<file path="config.mk">
export PLATFORM = sky130hd
export DESIGN_NAME = wb_stage
export DESIGN_NICKNAME = d
export VERILOG_FILES = /design/src/rtl/core_pkg.sv /design/src/rtl/load_align.sv /design/src/rtl/wb_stage.sv
export SDC_FILE = /design/constraint.sdc
export NUM_CORES = 1
export LEC_CHECK = 0
export CORE_AREA = 2 2 149 151
export CTS_CLUSTER_DIAMETER = 40
export DETAILED_ROUTE_END_ITERATION = 12
export DIE_AREA = 0 0 151 153
export PLACE_DENSITY = 0.74
export SYNTH_ARGS = -nofsm -noshare
export SYNTH_HDL_FRONTEND = slang
export SYNTH_SLANG_ARGS = --single-unit
export TNS_END_PERCENT = 1
</file>
<file path="constraint.sdc">
create_clock -name i_clk -period 17.15 [get_ports i_clk]
set_clock_uncertainty 0.05 [all_clocks]
set_input_delay 3.43 -clock i_clk [delete_from_list [all_inputs] [get_ports i_clk]]
set_output_delay 3.43 -clock i_clk [all_outputs]
set_load 0.05 [all_outputs]
</file>
<file path="src/rtl/core_pkg.sv">
// Shared encodings for the RV32I core: writeback source selects and load funct3 codes.
package core_pkg;

  localparam logic [1:0] WB_SEL_ALU  = 2'd0;
  localparam logic [1:0] WB_SEL_LOAD = 2'd1;
  localparam logic [1:0] WB_SEL_PC4  = 2'd2;
  localparam logic [1:0] WB_SEL_IMM  = 2'd3;

  localparam logic [2:0] LOAD_LB  = 3'b000;
  localparam logic [2:0] LOAD_LH  = 3'b001;
  localparam logic [2:0] LOAD_LW  = 3'b010;
  localparam logic [2:0] LOAD_LBU = 3'b100;
  localparam logic [2:0] LOAD_LHU = 3'b101;

endpackage

</file>
<file path="src/rtl/load_align.sv">
// Load data alignment: picks the addressed byte/half from the memory word and extends it.
module load_align
  import core_pkg::*;
(
  input  logic [31:0] word,
  input  logic [2:0]  funct3,
  input  logic [1:0]  addr_lo,
  output logic [31:0] result
);

  logic [7:0]  byte_sel;
  logic [15:0] half_sel;

  always_comb begin
    byte_sel = 8'd0;
    case (addr_lo)
      2'd0: byte_sel = word[7:0];
      2'd1: byte_sel = word[15:8];
      2'd2: byte_sel = word[23:16];
      2'd3: byte_sel = word[31:24];
      default: byte_sel = 8'd0;
    endcase
  end

  assign half_sel = addr_lo[1] ? word[31:16] : word[15:0];

  always_comb begin
    result = 32'd0;
    case (funct3)
      LOAD_LB:  result = {{24{byte_sel[7]}}, byte_sel};
      LOAD_LBU: result = {24'd0, byte_sel};
      LOAD_LH:  result = {{16{half_sel[15]}}, half_sel};
      LOAD_LHU: result = {16'd0, half_sel};
      LOAD_LW:  result = word;
      default:  result = 32'd0;
    endcase
  end

endmodule

</file>
<file path="src/rtl/wb_stage.sv">
// Writeback stage: MEM/WB register, writeback mux, register-file write port and instret counter.
module wb_stage
  import core_pkg::*;
#(
  parameter int CNT_WIDTH = 64
) (
  input  logic                 i_clk,
  input  logic                 i_rst,
  input  logic                 i_valid,
  input  logic                 i_stall,
  input  logic                 i_rd_wen,
  input  logic [4:0]           i_rd_waddr,
  input  logic [1:0]           i_wb_sel,
  input  logic [31:0]          i_alu_result,
  input  logic [31:0]          i_pc_plus4,
  input  logic [31:0]          i_imm,
  input  logic [31:0]          i_load_data,
  input  logic [2:0]           i_funct3,
  input  logic [1:0]           i_addr_lo,
  output logic                 o_rd_wen,
  output logic [4:0]           o_rd_waddr,
  output logic [31:0]          o_rd_wdata,
  output logic                 o_retire,
  output logic [CNT_WIDTH-1:0] o_instret
);

  logic                 valid_q;
  logic                 done_q;
  logic                 rd_wen_q;
  logic [4:0]           waddr_q;
  logic [1:0]           wb_sel_q;
  logic [31:0]          alu_q;
  logic [31:0]          pc4_q;
  logic [31:0]          imm_q;
  logic [31:0]          load_q;
  logic [2:0]           funct3_q;
  logic [1:0]           addr_lo_q;
  logic [CNT_WIDTH-1:0] instret_q;
  logic [31:0]          load_val;

  // done marks an instruction that already wrote/retired while held by a stall
  always_ff @(posedge i_clk or posedge i_rst) begin
    if (i_rst) begin
      valid_q   <= 1'b0;
      done_q    <= 1'b0;
      rd_wen_q  <= 1'b0;
      waddr_q   <= 5'd0;
      wb_sel_q  <= WB_SEL_ALU;
      alu_q     <= 32'd0;
      pc4_q     <= 32'd0;
      imm_q     <= 32'd0;
      load_q    <= 32'd0;
      funct3_q  <= 3'd0;
      addr_lo_q <= 2'd0;
    end else if (i_stall) begin
      done_q <= done_q | valid_q;
    end else begin
      valid_q   <= i_valid;
      done_q    <= 1'b0;
      rd_wen_q  <= i_rd_wen;
      waddr_q   <= i_rd_waddr;
      wb_sel_q  <= i_wb_sel;
      alu_q     <= i_alu_result;
      pc4_q     <= i_pc_plus4;
      imm_q     <= i_imm;
      load_q    <= i_load_data;
      funct3_q  <= i_funct3;
      addr_lo_q <= i_addr_lo;
    end
  end

  always_ff @(posedge i_clk or posedge i_rst) begin
    if (i_rst) begin
      instret_q <= '0;
    end else if (o_retire) begin
      instret_q <= instret_q + CNT_WIDTH'(1);
    end
  end

  load_align u_load_align (
    .word    (load_q),
    .funct3  (funct3_q),
    .addr_lo (addr_lo_q),
    .result  (load_val)
  );

  always_comb begin
    o_rd_wdata = alu_q;
    case (wb_sel_q)
      WB_SEL_ALU:  o_rd_wdata = alu_q;
      WB_SEL_LOAD: o_rd_wdata = load_val;
      WB_SEL_PC4:  o_rd_wdata = pc4_q;
      WB_SEL_IMM:  o_rd_wdata = imm_q;
      default:     o_rd_wdata = alu_q;
    endcase
  end

  assign o_retire   = valid_q & ~done_q;
  assign o_rd_wen   = valid_q & rd_wen_q & (waddr_q != 5'd0) & ~done_q;
  assign o_rd_waddr = waddr_q;
  assign o_instret  = instret_q;

endmodule

</file>
* Yosys cells after proc, flatten, opt, wreduce, memory -nomap -nowiden *
Index checks and enable logic that the tools add are counted.

storage, ports and cells
  bits in writable memories = 0
  memories = 0
  bits in read-only memories = 0
  latch bits = 0
  bits in registers = 207
  word-level logic and storage cells = 38

operators by class
  equal/unequal tests = 10
  multipliers = 0
  reduce and logical (&&, ||, !) cells = 4
  $lt $le $gt $ge = 0
  shift operators = 0
  divide/modulo/power cells = 0
  bitwise logic cells = 6
  muxes and demuxes = 5
  add/sub/neg operators = 1

operators by type and width
  cell                     count
  $pmux W32 S5             1
  $pmux W32 S4             1
  $add A64 B1 Y64 const B  1
  $pmux W8 S4              1
  $mux W16                 1
  $eq A2 B2 Y1 const B     4
  $eq A3 B3 Y1 const B     2
  $reduce_bool A5 Y1       1
  $and A1 B1 Y1            4
  $eq A2 B1 Y1 const B     2
  $logic_not A2 Y1         2
  $eq A3 B1 Y1 const B     1
  $eq A3 B2 Y1 const B     1
  $logic_not A3 Y1         1
  $mux W1                  1
  $not A1 Y1               1
  $or A1 B1 Y1             1

* Logic depth before layout (Yosys ltp) *
Gate-level depths: netlist of run 1.

  depth in word-level cells = 4
  mapped depth = 7
  depth with buffers taken out = 6

* Modules after synthesis *
Synthesis of run 1 repeated with hierarchy kept, for this count alone.

second synthesis, totals
  cells, all modules = 748
  area total of the unflattened synthesis = 10103.4 µm²

modules (own cells, without submodules)
  module      cells each  instances  area an instance (µm²)
  wb_stage    620         1          9037.4
  load_align  128         1          1066.0

* Worst setup path after synthesis of run 1 *
OpenSTA, ideal clock, no wires.

  path kind = register -> output
  start point = register funct3_q[0]
  end point = output o_rd_wdata[0]
  required time = 13.670 ns
  path slack = 11.270 ns
  data arrival time = 2.400 ns
  cell stages (with the launch flop) = 7
  path through = dfrtp_1 clkbuf_1 nor3b_1 clkbuf_1 a221o_1 o21ai_0 a21oi_1

on the way
  longest elaborated chain between the ends = 3
  elaborated cells between the ends (all ways) = 7
  classes of those cells = eq/ne (4); mux (2); reduce/logical (1)

ends and longest elaborated chain
  element                                     line              source
  start: declaration                          wb_stage.sv:36    logic [2:0] funct3_q;
  start signal: assignment                    wb_stage.sv:67    funct3_q <= i_funct3;
  $eq A3 B2 Y1, or another cell as far along  load_align.sv:29  case (funct3)
  $pmux W32 S5 *                              load_align.sv:29
  $pmux W32 S4 *                              wb_stage.sv:89    case (wb_sel_q)
  end: declaration                            wb_stage.sv:22    output logic [31:0] o_rd_wdata,

Mark *: on every way between the ends. The rest lies on a longest branch, timed or not.

* Final worst setup path of run 1 *
  start point = register wb_sel_q[0]
  end point = output o_rd_wdata[31]

on the way
  longest elaborated chain between the ends = 2
  elaborated cells between the ends (all ways) = 5
  classes of those cells = eq/ne (3); mux (1); reduce/logical (1)

ends and longest elaborated chain
  element                                     line            source
  start: declaration                          wb_stage.sv:31  logic [1:0] wb_sel_q;
  start signal: assignment                    wb_stage.sv:62  wb_sel_q <= i_wb_sel;
  $eq A2 B2 Y1, or another cell as far along  wb_stage.sv:89
  $pmux W32 S4 *                              wb_stage.sv:89

Marks and branches as above.

==> results of run 1 <==
[cell families (layout without fill, tap and decap cells)]
group                      count (synthesis)  after routing
adders and majority gates                  1              1
xor gates and xnor gates                  63             63
DFF                                      207            207
AOI/OAI and AO/OA                        119            119
and+or+nand+nor                          205            205
muxes                                    152            152
buffers and inverters                     53            331
[where the power goes]
group	internal (µW)	switching, µW	leakage, µW
logic	131	173	0.00247
registers	530	38.1	0.00256
clock network	584	251	0.000699
[layout make-up]
cell class | count | area, µm²
inverters | 10 | 45.0
clock inverters | 21 | 355
multi-input cells | 540 | 4190
fillers | 1669 | 7760
well taps | 280 | 350
flip-flops and latches | 207 | 5180
clock buffers | 47 | 1090
repair buffers | 253 | 2520
[worst min-delay path by stage]
stage,from,end,slack [ps]
floorplan,imm_q[0],imm_q[0],420
global placement,o_instret[63],o_instret[63],410
detailed placement,o_instret[63],o_instret[63],420
CTS,o_instret[63],o_instret[63],420
global route,o_instret[63],o_instret[63],440
finish,o_instret[63],o_instret[63],420
[synth_stat cells, types with 3 or more instances]
cell / number / area share, %
dfrtp_1: 207 / 54
mux2_2: 144 / 17
nand2_1: 66 / 2.6
a21oi_1: 57 / 3.0
nor2_1: 46 / 1.8
clkbuf_1: 38 / 1.5
xnor2_1: 32 / 2.9
xor2_1: 30 / 2.7
o22a_1: 25 / 2.3
nand3_1: 18 / 0.94
nand4_1: 18 / 1.2
nor4_1: 14 / 0.92
o21ai_0: 10 / 0.52
inv_1: 9 / 0.35
nor3_1: 9 / 0.47
and3_1: 8 / 0.52
a221o_1: 7 / 0.73
a22oi_1: 7 / 0.55
mux4_2: 7 / 1.6
o22ai_1: 7 / 0.46
and4_1: 6 / 0.55
buf_2: 3 / 0.16
nand2b_1: 3 / 0.20
nor2b_1: 3 / 0.20
[metrics by stage]
step / hold slack (ps) / util [%]
after global routing: 436 / 63.9
after global placement: 409 / 57.2
after floorplan: 424 / -
after detailed placement: 416 / 57.2
final: 416 / 63.9
after CTS: 423 / 63.9
[state kept, by name, summed over array words and instances (netlist names)]
name / cells
wb_sel_q: 2
pc4_q: 32
alu_q: 32
funct3_q: 3
imm_q: 32
addr_lo_q: 2
o_rd_waddr: 5
load_q: 32
o_instret: 64
valid_q: 1
done_q: 1
rd_wen_q: 1
[routing by layer]
layer	GRT usage, %	wire, µm	vias up
li1	-	-	3403
met5	0	27	-
met2	40.1	13400	312
met1	28.6	10400	3647
met3	7.88	2590	55
met4	7.70	764	4
[critical path, cell delays in order (launching register included)]
cell	delay, ps
dfrtp_1	570
buf_4	390
nand3_1	810
a21oi_1	480
o22a_1	190
clkdlybuf4s50_1	850
==> summary.txt, run 1 <==
Vias per Instance: 5.46
FMAX: 137 MHz
Mux contribution to synthesized area: 18.7%
Gr ovfl total: 0
Post-route design area: 13700 µm²
Max H-tree Level: 2
Sink Count: 207
Post-synthesis simple-gate area fraction: 10.9%
Antenna-violating nets left: 0
CP Capture Type: output port
Layout area overhead: 43.5%
Post-route insts no fill: 1358
Worst Hold Depth: 1
Data arrival time of the worst path: 3800 ps
Post-synthesis compound-gate area fraction: 8.04%
Drt pass-1 iters: 4
Mapped Cells: 800
Row count: 54
Final #Nets: 1195
Maximum vdd drop: 0.000103 V
WP data required: 13670 ps
R2r endpoint: o_instret[62]
Number of global-route vias before repair: 7643
RSZ-0062 raised after global routing: false
Starting Density: 44.5%
Main combinational cell family by area after synthesis: multiplexers
TritonCTS clock tree: done
Post-layout min period: 7280 ps
# diodes: 0
Hold Fails Final Rpt: 0
First-pass GRT wire length: 42500 µm
Chip Width: 151 µm
Reg-to-reg slack, setup: 14730 ps
Root Buffer: clkbuf_16
Slack of the critical path: 9870 ps
Dpl ws: 10460 ps
Sequential-to-total area share from yosys stat: 54.1%
Total core area: 21500 µm²
Pin count of the biggest net entering global routing: 129
Worst r2r path cells: 5
Most common cell after layout, fill and taps aside: clkdlybuf4s50_1
I/O Buffers: 247
Setup TNS Final: 0 ps
Cts hold-fix bufs: 0
Final Cycle Share: 42.4%
YS warnings: 0
Setup Buffers After CTS: 0
1st-iter DRT viols: 304
Post-Syn Nets: 946
I/O pin count: 248
Status: completed
Setup Viol. Count Final: 0
Worst reg2reg startpoint: o_instret[4]
Max FO, Critical Path: 25
Max Cap Viol: 0
Worst skew pair latency: 500 ps
Startpoint Class: register
Clock buffer count from CTS: 37
Clk buf depth: 3
Power Total: 1710 µW
Die height: 153 µm
DRC Markers: 0
Gp weighted congestion: 0.856
DP Area: 12300 µm²
Tightest Pin Transition: 1130 ps
Post-Synthesis Cell Area: 9570 µm²
Inst Count DP: 1290
Crit path launch: wb_sel_q[0]
Layout cell share with drive strength beyond 1: 22.2%
Seq cells post-synth: 207
Register clock-pin slew on the reported worst setup and hold paths: 50 ps
Synthesized-area fraction occupied by xor and xnor cells: 5.85%
Synth Area in Adders: 0.131%
Synthesized area per cell: 12.0 µm²
Critical path class: register to output port
Routed vias: 7421
Ys flop type: dfrtp_1
Count of flip-flops with a built-in enable after synthesis: 0
Slew Limit Fails: 0
Hold WC Path Type: register to register
All-Layer GR Usage: 23.8%
Yosys cell types: 47
Pwr dens: 124 nW/µm²
Initial antenna violation count: 3
Standby leakage power: 0.00573 µW
Worst setup path endpoint: o_rd_wdata[31]
Most frequent cells in the layout: 246 x clkdlybuf4s50_1, 207 x dfrtp_1, 144 x mux2_2
Die area: 23100 µm²
Total wire length: 27200 µm
Slew HR: 24.2%
Ys async rst share: 100%
Hpwl dp: 19100 µm
Post_cts resized: 0
DR WL/cell: 20.1 µm
No activity file was read; power rests on OpenSTA's default activity.
==> inputs of run 2 (changes only) <==
clock period = 7.5 ns   (was 17.15 ns; I/O delays follow)
==> run 2 against run 1 <==
Flip-flop and latch count did not move. Register-to-register slack lost 9700 ps. Sequential power increased by 130%. Core utilization is 1.3 points lower. Combinational power grew 130%. Cell count is 0.44% lower. Via count decreased by 1.3%. Cell area is 2.0% lower. Die area did not move. Hold slack gained 7.3 ps. Largest power group unchanged. Highest routed layer unchanged.
==> summary.txt, run 2 (synthesized netlist as in run 1, its figures left out) <==
Status: completed
DRC Markers: 0
Pwr dens: 264 nW/µm²
CP Capture Type: output port
Number of global-route vias before repair: 7700
Flop pwr share: 36.5%
Max Cap Viol: 0
Routed vias: 7324
Root Buffer: clkbuf_16
Clock Power Share: 43.9%
Max stage delay on crit path: 810 ps
Total core area: 21500 µm²
M1 WL: 10500 µm
WP data required: 5950 ps
Power Total: 3550 µW
Initial antenna violation count: 4
Switch share: 28.9%
Register Area: 5180 µm²
Top layer in use: met5
Post-route insts no fill: 1352
Antenna-violating nets left: 0
I/O pin count: 248
Inst Count DP: 1290
Setup TNS Final: 0 ps
Slew Limit Fails: 0
P_int: 2530 µW
Final #Nets: 1193
Chip Width: 151 µm
Layout area overhead: 40.6%
RSZ-0062 raised after global routing: false
Total wire length: 27100 µm
Hold WC Path Type: register to register
Slew HR: 22.9%
Setup Viol. Count Final: 0
Met2 WL post-DR: 13400 µm
Routed wire length on met3: 2640 µm
DP Area: 12300 µm²
Crit-path slowest cell: nor2b_1
Most frequent cells in the layout: 246 x clkdlybuf4s50_1, 207 x dfrtp_1, 144 x mux2_2
Gp weighted congestion: 0.855
Setup Buffers After CTS: 0
TritonCTS clock tree: done
DR WL/cell: 20.1 µm
Post_cts resized: 0
Final Cycle Share: 70.8%
Data arrival time of the worst path: 3760 ps
Most common cell after layout, fill and taps aside: clkdlybuf4s50_1
Die area: 23100 µm²
CP Buf/Inv Count: 1
All-Layer GR Usage: 23.8%
Maximum vdd drop: 0.000227 V
Vias per Instance: 5.42
Register clock-pin slew on the reported worst setup and hold paths: 50 ps
Starting Density: 44.5%
Post-route design area: 13500 µm²
Gr ovfl total: 0
Area of the multi-input gates: 4190 µm²
FMAX: 188 MHz
Clock buffer count from CTS: 35
Tightest Pin Transition: 1160 ps
Switch Pwr: 1020 µW
Critical path class: register to output port
Max H-tree Level: 2
Max FFs per register: 64
Drt pass-1 iters: 5
Sink Count: 207
# fillers: 1709
Cts hold-fix bufs: 0
Layout cell share with drive strength beyond 1: 21.4%
Pin count of the biggest net entering global routing: 138
Clk buf depth: 3
Standby leakage power: 0.00559 µW
Worst skew pair latency: 500 ps
Delay-heaviest family, CP: simple AND/OR/NAND/NOR gates
I/O Buffers: 247
Hpwl dp: 19200 µm
Startpoint Class: register
Die height: 153 µm
1st-iter DRT viols: 347
First-pass GRT wire length: 42700 µm
Row count: 54
Max FO, Critical Path: 9
Post-layout min period: 5310 ps
Comb pwr share: 19.6%
Hold Fails Final Rpt: 0
Cell chain of the critical path: nor2b_1 > mux4_2 > a221o_1 > o21ai_0 > a21oi_1 > clkdlybuf4s50_1
==> run 2: changes by cell type in the layout (fill, tap and decap cells not counted) <==
cell,previous run,this run
clkinvlp_4,4,5
clkbuf_8,8,5
bufinv_16,9,2
clkinv_2,4,5
clkinv_4,2,4
clkbuf_16,39,37
diode_2,0,1
clkbuf_1,0,3
inv_6,2,0
==> run 2: layout make-up <==
type / instances / share of cell area (%)
Inverter: 10 / 0.335
Clock inverter: 16 / 1.17
Clock buffer: 45 / 7.48
Tap cell: 280 / 2.60
Antenna cell: 1 / 0.0186
Sequential cell: 207 / 38.5
Timing Repair Buffer: 253 / 18.7
Multi-Input combinational cell: 540 / 31.2
==> run 2: path summary, 6_finish.rpt <==
check | from | end | slack (ps) | cells after the start
worst max-delay path | funct3_q[0] | o_rd_wdata[1] | 2190 | 6
worst min-delay path | o_instret[63] | o_instret[63] | 420 | 1
worst max register to register | o_instret[4] | o_instret[60] | 5030 | 5
worst min register to register | o_instret[63] | o_instret[63] | 420 | 1
max in group asynchronous | i_rst | o_rd_waddr[0] | 4330 | 3
min in group asynchronous | i_rst | alu_q[4] | 1550 | 2
==> run 2: per-layer routing <==
metal  vias to the layer above  GRT usage [%]
met5                         -              0
met4                         4           6.76
met3                        44           8.57
met2                       272           39.7
met1                      3622           29.2
li1                       3382              -
==> run 2: per-stage QoR <==
step | util (%) | hold WS, ps | setup slack, ps
2_1_floorplan | - | 424 | 298
3_3_place_gp | 57.2 | 409 | 2760
3_5_place_dp | 57.2 | 418 | 2690
4_1_cts | 62.6 | 425 | 2170
5_1_grt | 62.6 | 450 | 1960
6_report | 62.6 | 423 | 2190
==> run 2: power groups by stage <==
stage,logic (µW),clock network [µW],registers (µW)
CTS,702,1590,1300
detailed placement,697,0,1310
finish,697,1560,1300
global placement,689,0,1310
floorplan,389,0,1340
global route,739,1650,1310
==> inputs of run 3 (changes only) <==
PLACE_DENSITY = 0.77   (was 0.74)
clock period = 4.59 ns   (was 7.5 ns; I/O delays follow)
==> run 3 against run 2 <==
Routed wire length down 0.84%. Global-route usage rose by 0.064 points. Power grew 71%. Highest routed layer unchanged.
==> summary.txt, run 3 (synthesized netlist as in run 1, its figures left out) <==
Status: completed
Register Area: 5180 µm²
Area of the multi-input gates: 4190 µm²
Fin Hold WS: 429 ps
DP Area: 12500 µm²
Worst r2r path cells: 6
FMAX: 240 MHz
Worst Hold Depth: 1
Post-layout min period: 4170 ps
Tightest Pin Transition: 1310 ps
Hold WC Path Type: register to register
Chip Width: 151 µm
RSZ-0062 raised after global routing: false
Hpwl dp: 19200 µm
Total core area: 21500 µm²
Layout cell share with drive strength beyond 1: 24.8%
Number of global-route vias before repair: 7721
Worst reg2reg startpoint: o_instret[0]
Maximum vdd drop: 0.000360 V
Drt pass-1 iters: 4
Pwr dens: 441 nW/µm²
Max FO, Critical Path: 16
Root Buffer: clkbuf_16
Setup Buffers After CTS: 0
Hold path startpoint: o_instret[63]
Setup Viol. Count Final: 0
Post-route design area: 13700 µm²
Reg-to-reg slack, setup: 2060 ps
Max H-tree Level: 2
Most common cell after layout, fill and taps aside: clkdlybuf4s50_1
DR WL/cell: 19.8 µm
Pin count of the biggest net entering global routing: 84
DRC Markers: 0
I/O Buffers: 247
Worst skew pair latency: 510 ps
Cts hold-fix bufs: 0
Gr ovfl total: 0
First-pass GRT wire length: 42900 µm
Data arrival time of the worst path: 3200 ps
Clock buffer count from CTS: 34
Power Total: 6060 µW
Most frequent cells in the layout: 214 x clkdlybuf4s50_1, 207 x dfrtp_1, 144 x mux2_2
Routed vias: 7418
Slew Limit Fails: 0
Startpoint Class: register
Clk buf depth: 3
Die height: 153 µm
Final Cycle Share: 90.8%
CP Capture Type: output port
Max FFs per register: 64
Standby leakage power: 0.00576 µW
R2r endpoint: o_instret[62]
Hold Path Sink: o_instret[63]
Layout area overhead: 43.6%
Antenna-violating nets left: 0
Gp weighted congestion: 0.840
# fillers: 1726
I/O pin count: 248
Sink Count: 207
Initial antenna violation count: 3
1st-iter DRT viols: 317
TritonCTS clock tree: done
Final #Nets: 1196
Setup TNS Final: 0 ps
Starting Density: 44.5%
WP data required: 3620 ps
Die area: 23100 µm²
Max Cap Viol: 0
GR met2 Demand/Resource: 40.4%
GR peak layer: met2
Register clock-pin slew on the reported worst setup and hold paths: 50 ps
Vias per Instance: 5.46
Total wire length: 26900 µm
Critical path class: register to output port
Row count: 54
All-Layer GR Usage: 23.9%
Post-layout util: 63.9%
Post_cts resized: 0
Hold Fails Final Rpt: 0
GR Layer Usage met3: 7.76%
Slew HR: 12.4%
M1 GR Usage: 29.0%
==> run 3: cell count changes in the layout (fill, tap and decap cells not counted), sizes merged <==
| cell | before | now |
|---|---|---|
| inv | 9 | 11 |
| diode | 1 | 3 |
| clkdlybuf4s50 | 246 | 214 |
| bufinv | 2 | 5 |
| buf | 7 | 43 |
| clkbuf | 45 | 43 |
| clkinv | 10 | 8 |
==> run 3: cell type report <==
type / instances / share of cell area, %
clock inverters: 19 / 1.81
inverters: 10 / 0.301
flip-flops and latches: 207 / 37.7
well taps: 280 / 2.55
diodes: 3 / 0.0546
clock buffers: 43 / 7.19
multi-input cells: 540 / 30.5
repair buffers: 257 / 19.9
==> run 3: per-stage QoR <==
step	worst slack (ps)	std cells
final	422	1359
after global routing	298	1357
after CTS	443	1356
after detailed placement	988	1294
after global placement	1010	1294
after floorplan	936	800
==> run 3: worst max-delay path by stage <==
stage	slack, ps	cells after the start	start	end
2_1_floorplan	940	1	i_rst	addr_lo_q[0]
3_3_place_gp	1010	5	addr_lo_q[1]	o_rd_wdata[31]
3_5_place_dp	990	5	addr_lo_q[1]	o_rd_wdata[31]
4_1_cts	440	5	addr_lo_q[1]	o_rd_wdata[31]
5_1_grt	300	5	addr_lo_q[1]	o_rd_wdata[31]
6_report	420	5	addr_lo_q[1]	o_rd_wdata[31]
==> run 3: where the power goes <==
group          internal, µW  switching, µW
registers              1980            135
clock network          1820            903
logic                   561            667
total                  4360           1710
==> run 3: layer usage <==
metal  wire length [µm]  vias to the layer above
li1                   -                     3402
met1              10300                     3656
met2              13500                      308
met3               2490                       50
met4                636                        2
met5                 13                        -
==> run 3: worst max-delay path: stages, from the launching register on <==
cell and delay, ps:
dfrtp_1 610, mux2_2 430, o311ai_2 1050, a21oi_1 190, o22a_1 270, buf_12 160
